## src/rtl/int8_fp16_conv_arbiter_pkg.sv

```systemverilog
// Shared fp16 types and constants for the int8->fp16 conversion arbiter.
package int8_fp16_conv_arbiter_pkg;

    localparam int          FP16_EXP_BIAS = 15;
    localparam logic [15:0] FP16_ZERO     = 16'h0000;

    typedef struct packed {
        logic       sign;
        logic [4:0] exp;
        logic [9:0] mant;
    } fp16_t;

endpackage

```

## src/rtl/int8_fp16_conv_arbiter_if.sv

```systemverilog
// Requester-side and result-side handshake bundle of the conversion arbiter.
interface int8_fp16_conv_arbiter_if #(
    parameter int NUM_REQ = 4,
    parameter int ID_W    = 2
);
    logic [NUM_REQ-1:0]   req_valid;
    logic [8*NUM_REQ-1:0] req_data;
    logic [NUM_REQ-1:0]   req_ready;
    logic                 out_valid;
    logic [15:0]          out_data;
    logic [ID_W-1:0]      out_id;
    logic                 out_ready;
    logic                 busy;

    modport master (
        output req_valid, req_data, out_ready,
        input  req_ready, out_valid, out_data, out_id, busy
    );

    modport slave (
        input  req_valid, req_data, out_ready,
        output req_ready, out_valid, out_data, out_id, busy
    );
endinterface

```

## src/rtl/int8_fp16_conv_arbiter_core.sv

```systemverilog
// Exact unsigned int8 -> fp16 conversion: MSB priority encoder plus normalising shift.
module int8_fp16_conv_arbiter_core
    import int8_fp16_conv_arbiter_pkg::*;
(
    input  logic [7:0] i_data,
    output fp16_t      o_fp16
);
    logic [2:0] w_msb;
    logic [9:0] w_norm;

    // Highest set bit wins because later iterations overwrite earlier ones.
    always_comb begin
        w_msb = 3'd0;
        for (int b = 0; b < 8; b++) begin
            w_msb = i_data[b] ? 3'(b) : w_msb;
        end
    end

    // Shifting the operand so its MSB lands on the hidden bit leaves the fraction below it.
    assign w_norm = 10'({i_data, 10'd0} >> w_msb);

    // Assemble the fp16 word; zero has no leading one and maps to +0.
    always_comb begin
        o_fp16 = FP16_ZERO;
        if (i_data != 8'd0) begin
            o_fp16.sign = 1'b0;
            o_fp16.exp  = 5'(w_msb) + 5'(FP16_EXP_BIAS);
            o_fp16.mant = w_norm;
        end else begin
            o_fp16 = FP16_ZERO;
        end
    end
endmodule

```

## src/rtl/int8_fp16_conv_arbiter.sv

```systemverilog
// Round-robin arbiter sharing one int8->fp16 converter among NUM_REQ requesters,
// with a grant stage and a conversion stage, results tagged by requester id.
module int8_fp16_conv_arbiter
    import int8_fp16_conv_arbiter_pkg::*;
#(
    parameter int NUM_REQ = 4,
    parameter int ID_W    = 2
) (
    input  logic                    clk,
    input  logic                    rst_n,
    int8_fp16_conv_arbiter_if.slave bus
);
    logic               r_s1_valid;
    logic [7:0]         r_s1_data;
    logic [ID_W-1:0]    r_s1_id;
    logic               r_s2_valid;
    fp16_t              r_s2_data;
    logic [ID_W-1:0]    r_s2_id;
    logic [ID_W-1:0]    r_rr_ptr;

    logic               w_adv1;
    logic               w_adv2;
    logic               w_found;
    logic [ID_W-1:0]    w_idx;
    logic [ID_W-1:0]    w_win;
    logic [NUM_REQ-1:0] w_grant;
    logic               w_accept;
    fp16_t              w_conv;

    assign w_adv2   = ~r_s2_valid | bus.out_ready;
    assign w_adv1   = ~r_s1_valid | w_adv2;
    assign w_accept = |w_grant;

    // Round-robin search starting just after the last accepted requester.
    always_comb begin
        w_found = 1'b0;
        w_win   = '0;
        w_idx   = '0;
        for (int k = 1; k <= NUM_REQ; k++) begin
            w_idx = ID_W'((int'(r_rr_ptr) + k) % NUM_REQ);
            if (!w_found && bus.req_valid[w_idx]) begin
                w_found = 1'b1;
                w_win   = w_idx;
            end else begin
                w_found = w_found;
            end
        end
    end

    // One-hot ready to the winner only when stage 1 can take a new operand.
    always_comb begin
        w_grant = '0;
        if (rst_n && w_found && w_adv1) begin
            w_grant[w_win] = 1'b1;
        end else begin
            w_grant = '0;
        end
    end

    int8_fp16_conv_arbiter_core u_core (
        .i_data (r_s1_data),
        .o_fp16 (w_conv)
    );

    // Grant register, conversion register and round-robin pointer.
    always_ff @(posedge clk) begin
        if (!rst_n) begin
            r_s1_valid <= 1'b0;
            r_s1_data  <= 8'd0;
            r_s1_id    <= '0;
            r_s2_valid <= 1'b0;
            r_s2_data  <= FP16_ZERO;
            r_s2_id    <= '0;
            r_rr_ptr   <= ID_W'(NUM_REQ - 1);
        end else begin
            if (w_adv1) begin
                if (w_accept) begin
                    r_s1_valid <= 1'b1;
                    r_s1_data  <= bus.req_data[{w_win, 3'b000} +: 8];
                    r_s1_id    <= w_win;
                    r_rr_ptr   <= w_win;
                end else begin
                    r_s1_valid <= 1'b0;
                end
            end
            if (w_adv2) begin
                r_s2_valid <= r_s1_valid;
                r_s2_data  <= w_conv;
                r_s2_id    <= r_s1_id;
            end
        end
    end

    assign bus.req_ready = w_grant;
    assign bus.out_valid = r_s2_valid;
    assign bus.out_data  = r_s2_data;
    assign bus.out_id    = r_s2_id;
    assign bus.busy      = r_s1_valid | r_s2_valid;
endmodule

```

## src/flat_wrapper.sv

```systemverilog
// flat-port wrapper written by rule: the top's interface ports become plain ports
module int8_fp16_conv_arbiter_flat import int8_fp16_conv_arbiter_pkg::*;
#(
    parameter int NUM_REQ = 4,
    parameter int ID_W    = 2
)
  (clk, rst_n, bus_req_valid, bus_req_data, bus_out_ready, bus_req_ready, bus_out_valid, bus_out_data, bus_out_id, bus_busy);
  int8_fp16_conv_arbiter_if #(.NUM_REQ(NUM_REQ), .ID_W(ID_W)) bus_i ();
  input  logic clk;
  input  logic rst_n;
  input wire logic [$bits(bus_i.req_valid)-1:0] bus_req_valid;
  input wire logic [$bits(bus_i.req_data)-1:0] bus_req_data;
  input wire logic [$bits(bus_i.out_ready)-1:0] bus_out_ready;
  output wire logic [$bits(bus_i.req_ready)-1:0] bus_req_ready;
  output wire logic [$bits(bus_i.out_valid)-1:0] bus_out_valid;
  output wire logic [$bits(bus_i.out_data)-1:0] bus_out_data;
  output wire logic [$bits(bus_i.out_id)-1:0] bus_out_id;
  output wire logic [$bits(bus_i.busy)-1:0] bus_busy;
  assign bus_i.req_valid = bus_req_valid;
  assign bus_i.req_data = bus_req_data;
  assign bus_i.out_ready = bus_out_ready;
  assign bus_req_ready = bus_i.req_ready;
  assign bus_out_valid = bus_i.out_valid;
  assign bus_out_data = bus_i.out_data;
  assign bus_out_id = bus_i.out_id;
  assign bus_busy = bus_i.busy;
  int8_fp16_conv_arbiter #(.NUM_REQ(NUM_REQ), .ID_W(ID_W)) u_core (.clk(clk), .rst_n(rst_n), .bus(bus_i));
endmodule
```

## config.mk

```make
export PLATFORM = sky130hd
export DESIGN_NAME = int8_fp16_conv_arbiter_flat
export DESIGN_NICKNAME = d
export VERILOG_FILES = /design/src/rtl/int8_fp16_conv_arbiter_pkg.sv /design/src/rtl/int8_fp16_conv_arbiter_if.sv /design/src/rtl/int8_fp16_conv_arbiter_core.sv /design/src/rtl/int8_fp16_conv_arbiter.sv /design/src/flat_wrapper.sv
export SDC_FILE = /design/constraint.sdc
export NUM_CORES = 1
export LEC_CHECK = 0
export CAP_MARGIN = 20
export CORE_MARGIN = 4
export CORE_UTILIZATION = 30
export CTS_BUF_LIST = sky130_fd_sc_hd__clkbuf_8
export CTS_CLUSTER_DIAMETER = 150
export DETAILED_ROUTE_END_ITERATION = 8
export GPL_TIMING_DRIVEN = 0
export PLACE_DENSITY_LB_ADDON = 0.25
export SLEW_MARGIN = 0
export SYNTH_ARGS = -nofsm -noshare
export SYNTH_HDL_FRONTEND = slang
export SYNTH_SLANG_ARGS = --single-unit
```

## constraint.sdc

```tcl
create_clock -name clk -period 2.1 [get_ports clk]
set_input_delay 0.63 -clock clk [delete_from_list [all_inputs] [get_ports clk]]
set_output_delay 0.63 -clock clk [all_outputs]
set_load 0.1 [all_outputs]
```

==> impl_metrics.ini, run 1 <==
[critical_path]
arrival_ns = 1.76
worst-r2r-cell-count = 9
timing.rr.start = u_core.r_s1_data[1]
required_ns = 1.47
worstReg2RegEnd = u_core.bus.out_data[12]
largest_fanout_on_the_critical_path = 4
cp_slowest_cell = a21oi_2
critical_path.endpoint_type = output pin
timing.setup.critical_path_class = input pin to output pin
cp_cell_sequence = buf_8 -> a21oi_4 -> a31oi_2 -> a21oi_2 -> buf_6 -> buf_12 -> nand2_8 -> nor2_4 -> buf_12
crit_top_cell = buf_12
cp-start-kind = input pin
flop_to_flop_setup_slack_ns = 0.20
cpPeakStageDelay_ns = 0.21

[global_route]
maximum_number_of_pins_on_one_net_before_global_route_repair = 16
grt_usage = 0.139
grt_first_pass_wirelength_um = 8130
grt_pass1_vias = 1764
grt_overflow_total = 0
number_of_antenna_violations_at_the_first_check_in_global_routing = 0

[clock_network]
cts.path.max_buffers = 2
clock-sinks = 28
clock_tree_from_tritoncts = built
clock_latency_ns = 0.28
post_cts_hold_buffers = 0
ctsHtreeMaxLevel = 1
worst_setup_hold_path_clk_slew_ns = 0.10
clk_root_buffer_cell = clkbuf_8
cts_buffers = 3

[route]
vias = 1788
remaining_drc_errors = 0
route.final.wire_length_um = 4950
first_pass_iters = 4
detail_route.iter0.violations = 129
detail_route.wl_per_cell_um = 14.0
viasPerCell = 5.07
ant_nets_after_route = 0

[yosys]
synth_enable_flop_cells = 0
synth_most_common_cell = dfxtp_1
yosys-top-cells-area = dfxtp_1 (33%), mux2i_1 (11%), nand2_1 (5.8%)
cell_accounting_for_the_most_synthesized_area = dfxtp_1
synth_cell_type_count = 46
postSynthAreaPerCell_um2 = 8.10
sequential_to_total_area_share_from_yosys_stat = 0.333
postSynth.topFlopCell = dfxtp_1
synth-seq-cells = 28
ys_top_cells_by_count = dfxtp_1 (28), nand2_1 (26), mux2i_1 (18)
netlist_instances = 208
ys_warn_count = 0
synth.top_cell.area_share = 0.333
ys_async_rst_share = 0
synthesis.area_um2 = 1690

[worst_hold_path]
timing.hold.worst_endpoint = u_core.bus.out_id[0]
hold_path.startpoint = u_core.bus.out_id[0]
min-delay-path-class = register to register
min_path_cells = 2

[layout]
seqCellArea_um2 = 572
area.growth.synth_to_final_pct = 61.7
nFillCells = 566
multi_input_area_um2 = 1180
design.final.nets = 323
post-route-util = 0.498
final_cell_count_no_fill = 353
drive_gt1_frac = 0.274
postLayoutCellArea_um2 = 2730
antenna_cells = 0

[floorplanning]
die_area_um2 = 6880
floorplan.die.height_um = 83.0
core_region_area_um2 = 5470
ios = 63
die_w_um = 83.0
initial_core_util = 0.308
placementRows = 27

[sta]
highest_clock_rate_ghz = 0.419
timing_max_transition_violations_final = 0
timing_hold_violations_final = 0
rsz0062_at_grt = yes
period_minus_slack_ns = 2.39
setup_viol = 4
slew-limit-headroom = 0.371
worstMarginPinSlew_ns = 0.947
fin_crit_share = 1.14
fin_worst_skew_ns = 0.00650
postLayoutSetupSlackWorst_ns = -0.287

[placement]
placed_area_um2 = 2450
globalplace.congestion = 0.891
numPortBuffers = 57
hpwlAfterDp_um = 3580
pre_cts_slack_ns = -1.66
numPlacedInstances = 340

[status]
outcome = finished, violations left
failing_checks = negative setup slack

[power_and_ir_drop]
tot_pwr_uw = 2500
power.static_leakage_uw = 0.00109
irDropWorstVdd_mv = 0.443
power_density_nw_per_um2 = 916

[run]
timing.max_cap.violations = 0
==> where the power goes <==
group          internal, µW  switching, µW  total, µW
Sequential              632            112        744
Combinational           483            924       1410
Clock                   168            177        345
Total                  1280           1210       2500
==> worst max-delay path by stage <==
stage / from / endpoint / slack, ns / cells past startpoint
floorplan: bus_out_ready / bus_req_ready[1] / -0.49 / 6
global placement: bus_req_valid[0] / bus_req_ready[2] / -1.65 / 8
detailed placement: bus_req_valid[0] / bus_req_ready[2] / -1.66 / 8
CTS: u_core.r_rr_ptr[1] / bus_req_ready[1] / -0.26 / 8
global route: u_core.r_rr_ptr[0] / bus_req_ready[0] / -0.34 / 7
finish: bus_req_valid[0] / bus_req_ready[2] / -0.29 / 9
==> worst max-delay path, delay by kind of cell <==
family,cells,cell delay (ns)
buffers and inverters,4,0.54
AOI/OAI and AO/OA,3,0.40
and+or+nand+nor,2,0.17
==> final cells by class <==
cell class	instances	area share
sequential	28	0.210
clock buffer	4	0.0202
inverter	8	0.0110
multi-input combinational	159	0.433
buffer	15	0.0418
timing repair buffer	67	0.251
tap	72	0.0331
==> through the flow <==
stage / hold slack (ns) / TNS, ns
6_report: 0.463 / -1.07
5_1_grt: 0.487 / -1.28
4_1_cts: 0.464 / -0.868
3_5_place_dp: 0.449 / -9.37
3_3_place_gp: 0.446 / -8.91
2_1_floorplan: 0.433 / -1.46
==> layout by cell type, fill, tap and decap left out, types with 3 or more instances in the layout <==
cell | synthesis | final
clkdlybuf4s50_1 | 0 | 32
dfxtp_1 | 28 | 25
nand2_1 | 26 | 23
mux2i_1 | 18 | 17
buf_4 | 5 | 15
nor2_1 | 15 | 12
nand3_1 | 12 | 11
a21oi_1 | 12 | 9
o221ai_1 | 10 | 9
clkbuf_2 | 0 | 7
a31oi_1 | 7 | 6
o21ai_0 | 6 | 6
clkdlybuf4s15_1 | 0 | 6
buf_12 | 0 | 6
inv_1 | 5 | 5
nor2b_1 | 6 | 5
clkbuf_8 | 0 | 5
nand2b_1 | 4 | 4
conb_1 | 1 | 4
clkdlybuf4s15_2 | 0 | 4
inv_2 | 3 | 3
buf_6 | 1 | 3
nor2_4 | 0 | 3
buf_2 | 5 | 3
and2_1 | 3 | 3
dfxtp_4 | 0 | 3
==> kinds of logic (layout without fill, tap and decap cells) <==
family,after synthesis,after routing,share of synthesized area
AND/OR/NAND/NOR,80,80,0.237
adder cells (fa/ha/maj),2,2,0.0148
flip-flops,28,28,0.333
buffers and inverters,24,94,0.0727
multiplexers,18,18,0.107
other,1,4,0.00223
AO/OA/AOI/OAI,55,55,0.234
==> per-layer routing <==
metal	global-route usage	wire [µm]	share of wire	up-vias
li1	-	-	-	898
met1	0.176	2220	0.45	818
met2	0.238	2340	0.47	64
met3	0.0268	315	0.064	8
met4	0.0401	78	0.016	0
met5	0	0	0	-
==> state kept, by name, indices dropped and copies added, names as in the netlist <==
register,flops
u_core.r_s1_id,2
u_core.r_s1_data,8
u_core.r_s1_valid,1
u_core.bus.out_data,12
u_core.bus.out_id,2
u_core.bus.out_valid,1
u_core.r_rr_ptr,2
==> repair_timing <==
item,CTS,global route
setup endpoints to repair,23,12
gates resized for setup,115,13
buffers inserted,8,2
pin swaps,9,8
Note: power is estimated with default switching activity, not from simulation.
==> inputs of run 2 (changes only) <==
--- a/constraint.sdc
+++ b/constraint.sdc
@@ -3,2 +3,2 @@
 set_output_delay 0.63 -clock clk [all_outputs]
-set_load 0.1 [all_outputs]
+set_load 0.05 [all_outputs]
==> run 2 against run 1 <==
Compared with the run above: the flow still finishes with violations (negative setup slack); register-to-register slack better by 0.08 ns; global-route usage decreased by 0.46 points; non-clock buffer count unchanged; sequential share of layout area rose by 0.18 points; clock power is 15% lower; combinational power decreased by 18%; clock skew hardly changed; via count is 2.3% lower; sequential power barely moved; worst setup slack better by 0.097 ns; first-iteration DRC count fell by 7.8%; sequential cell count unchanged; highest routed layer unchanged.
==> impl_metrics.ini, run 2 (same netlist as run 1, synthesis figures left out) <==
[global_route]
grt_usage = 0.134
number_of_antenna_violations_at_the_first_check_in_global_routing = 0
grt_pass1_vias = 1707
grt_first_pass_wirelength_um = 7850
maximum_number_of_pins_on_one_net_before_global_route_repair = 15
grt_overflow_total = 0

[clock_network]
cts_buffers = 3
clock_latency_ns = 0.27
clk_root_buffer_cell = clkbuf_8
ctsHtreeMaxLevel = 1
worst_setup_hold_path_clk_slew_ns = 0.09
clock-sinks = 28
cts.path.max_buffers = 2
clock_tree_from_tritoncts = built

[power_and_ir_drop]
power.static_leakage_uw = 0.00112
irDropWorstVdd_mv = 0.333
tot_pwr_uw = 2200
power_density_nw_per_um2 = 817

[sta]
highest_clock_rate_ghz = 0.437
worstMarginPinSlew_ns = 0.525
slew-limit-headroom = 0.650
setup_viol = 4
fin_worst_skew_ns = 0.00658
rsz0062_at_grt = yes
postLayoutSetupSlackWorst_ns = -0.190
fin_crit_share = 1.09
fin_setup_tns_ns = -0.595
timing_hold_violations_final = 0
period_minus_slack_ns = 2.29
timing_max_transition_violations_final = 0

[critical_path]
critical_path_buf_inv_count = 3
timing.rr.start = u_core.r_s1_data[1]
required_ns = 1.47
timing.setup.critical_path_class = input pin to output pin
cp-start-kind = input pin
critical_path.endpoint_type = output pin
largest_fanout_on_the_critical_path = 5
worst_setup_path_startpoint = bus_req_valid[0]
arrival_ns = 1.66
cpPeakStageDelay_ns = 0.27
cp_slowest_cell = a21oi_4
worst_path_dominant_cell_family = compound AO/OA/AOI/OAI gates
cp_cell_sequence = buf_8 -> a21oi_2 -> a31oi_2 -> a21oi_4 -> buf_12 -> nand2_8 -> nor2_4 -> buf_6

[floorplanning]
placementRows = 27
die_w_um = 83.0
initial_core_util = 0.308
floorplan.die.height_um = 83.0
core_region_area_um2 = 5470
die_area_um2 = 6880
ios = 63

[layout]
antenna_cells = 0
commonest_non_fill_non_tap_cells_in_the_layout = clkdlybuf4s50_1 (42), dfxtp_1 (25), nand2_1 (24), mux2i_1 (17), buf_4 (15)
seqCellArea_um2 = 569
drive_gt1_frac = 0.232
final_cell_count_no_fill = 352
nFillCells = 546
area.growth.synth_to_final_pct = 59.6
postLayoutCellArea_um2 = 2690
layout_commonest_cell = clkdlybuf4s50_1
largest_reg_flops = 12
multi_input_area_um2 = 1170
design.final.nets = 323
post-route-util = 0.492

[status]
outcome = finished, violations left
failing_checks = negative setup slack

[route]
remaining_drc_errors = 0
vias = 1747
viasPerCell = 4.96
ant_nets_after_route = 0
first_pass_iters = 4
detail_route.iter0.violations = 119
detail_route.wl_per_cell_um = 13.4
route.final.wire_length_um = 4710

[placement]
numPortBuffers = 57
placed_area_um2 = 2440
numPlacedInstances = 340
globalplace.congestion = 0.889
hpwlAfterDp_um = 3520

[run]
timing.max_cap.violations = 0

[worst_hold_path]
min-delay-path-class = register to register
hold_path.startpoint = u_core.bus.out_data[13]
[run 2: stage by stage]
| stage | hold slack (ns) | setup WS (ns) |
|---|---|---|
| floorplan | 0.433 | -0.160 |
| global placement | 0.445 | -1.32 |
| detailed placement | 0.451 | -1.33 |
| CTS | 0.463 | -0.168 |
| global route | 0.478 | -0.238 |
| finish | 0.462 | -0.190 |
[run 2: final cells by class]
type / count / area share
Buffer: 13 / 0.0330
Clock buffer: 3 / 0.0153
Tap cell: 72 / 0.0335
Inverter: 8 / 0.0112
Multi-Input combinational cell: 159 / 0.436
Timing Repair Buffer: 69 / 0.259
Sequential cell: 28 / 0.212
[run 2: repair_timing]
action                                 CTS  global route
hold buffers                             0             0
setup endpoints to repair               14             9
gates resized for setup                 78            10
pin swaps                               10             3
setup buffers                           11             1
endpoints found under the hold margin    0             0
[run 2: worst reg2reg max path, cell delays in order, from the launching register on]
cell	delay [ns]
dfxtp_1	0.46
nor2b_1	0.19
o21ai_2	0.08
a21oi_4	0.25
inv_1	0.07
ha_1	0.18
ha_1	0.27
nor2_1	0.04
a21oi_1	0.11
nor2_1	0.05
[run 2: final timing paths]
check	slack [ns]	cells past startpoint	to
min	0.46	2	u_core.bus.out_data[13]
max reg2reg	0.28	9	u_core.bus.out_data[12]
max	-0.19	8	bus_req_ready[2]
min reg2reg	0.46	2	u_core.bus.out_data[13]
[run 2: power by group]
group	leakage (µW)	internal, µW	switching (µW)
registers	0.000233	632	111
clock network	0.0000216	129	165
logic	0.000869	495	666
[run 2: routing by layer]
| metal | wire, µm | track usage | vias to the layer above | part of all wire |
|---|---|---|---|---|
| met2 | 2140 | 0.217 | 54 | 0.46 |
| met3 | 316 | 0.0327 | 4 | 0.067 |
| met4 | 37 | 0.0357 | 0 | 0.0079 |
| li1 | - | - | 898 | - |
| met5 | 0 | 0 | - | 0 |
| met1 | 2210 | 0.178 | 791 | 0.47 |
==> inputs of run 3 (changes only) <==
Settings changed: CTS_BUF_LIST sky130_fd_sc_hd__clkbuf_8 to default, SLEW_MARGIN 0 to 10.
==> results of run 3 <==
No change in the layout: final DEF, timing and power equal those of run 2.
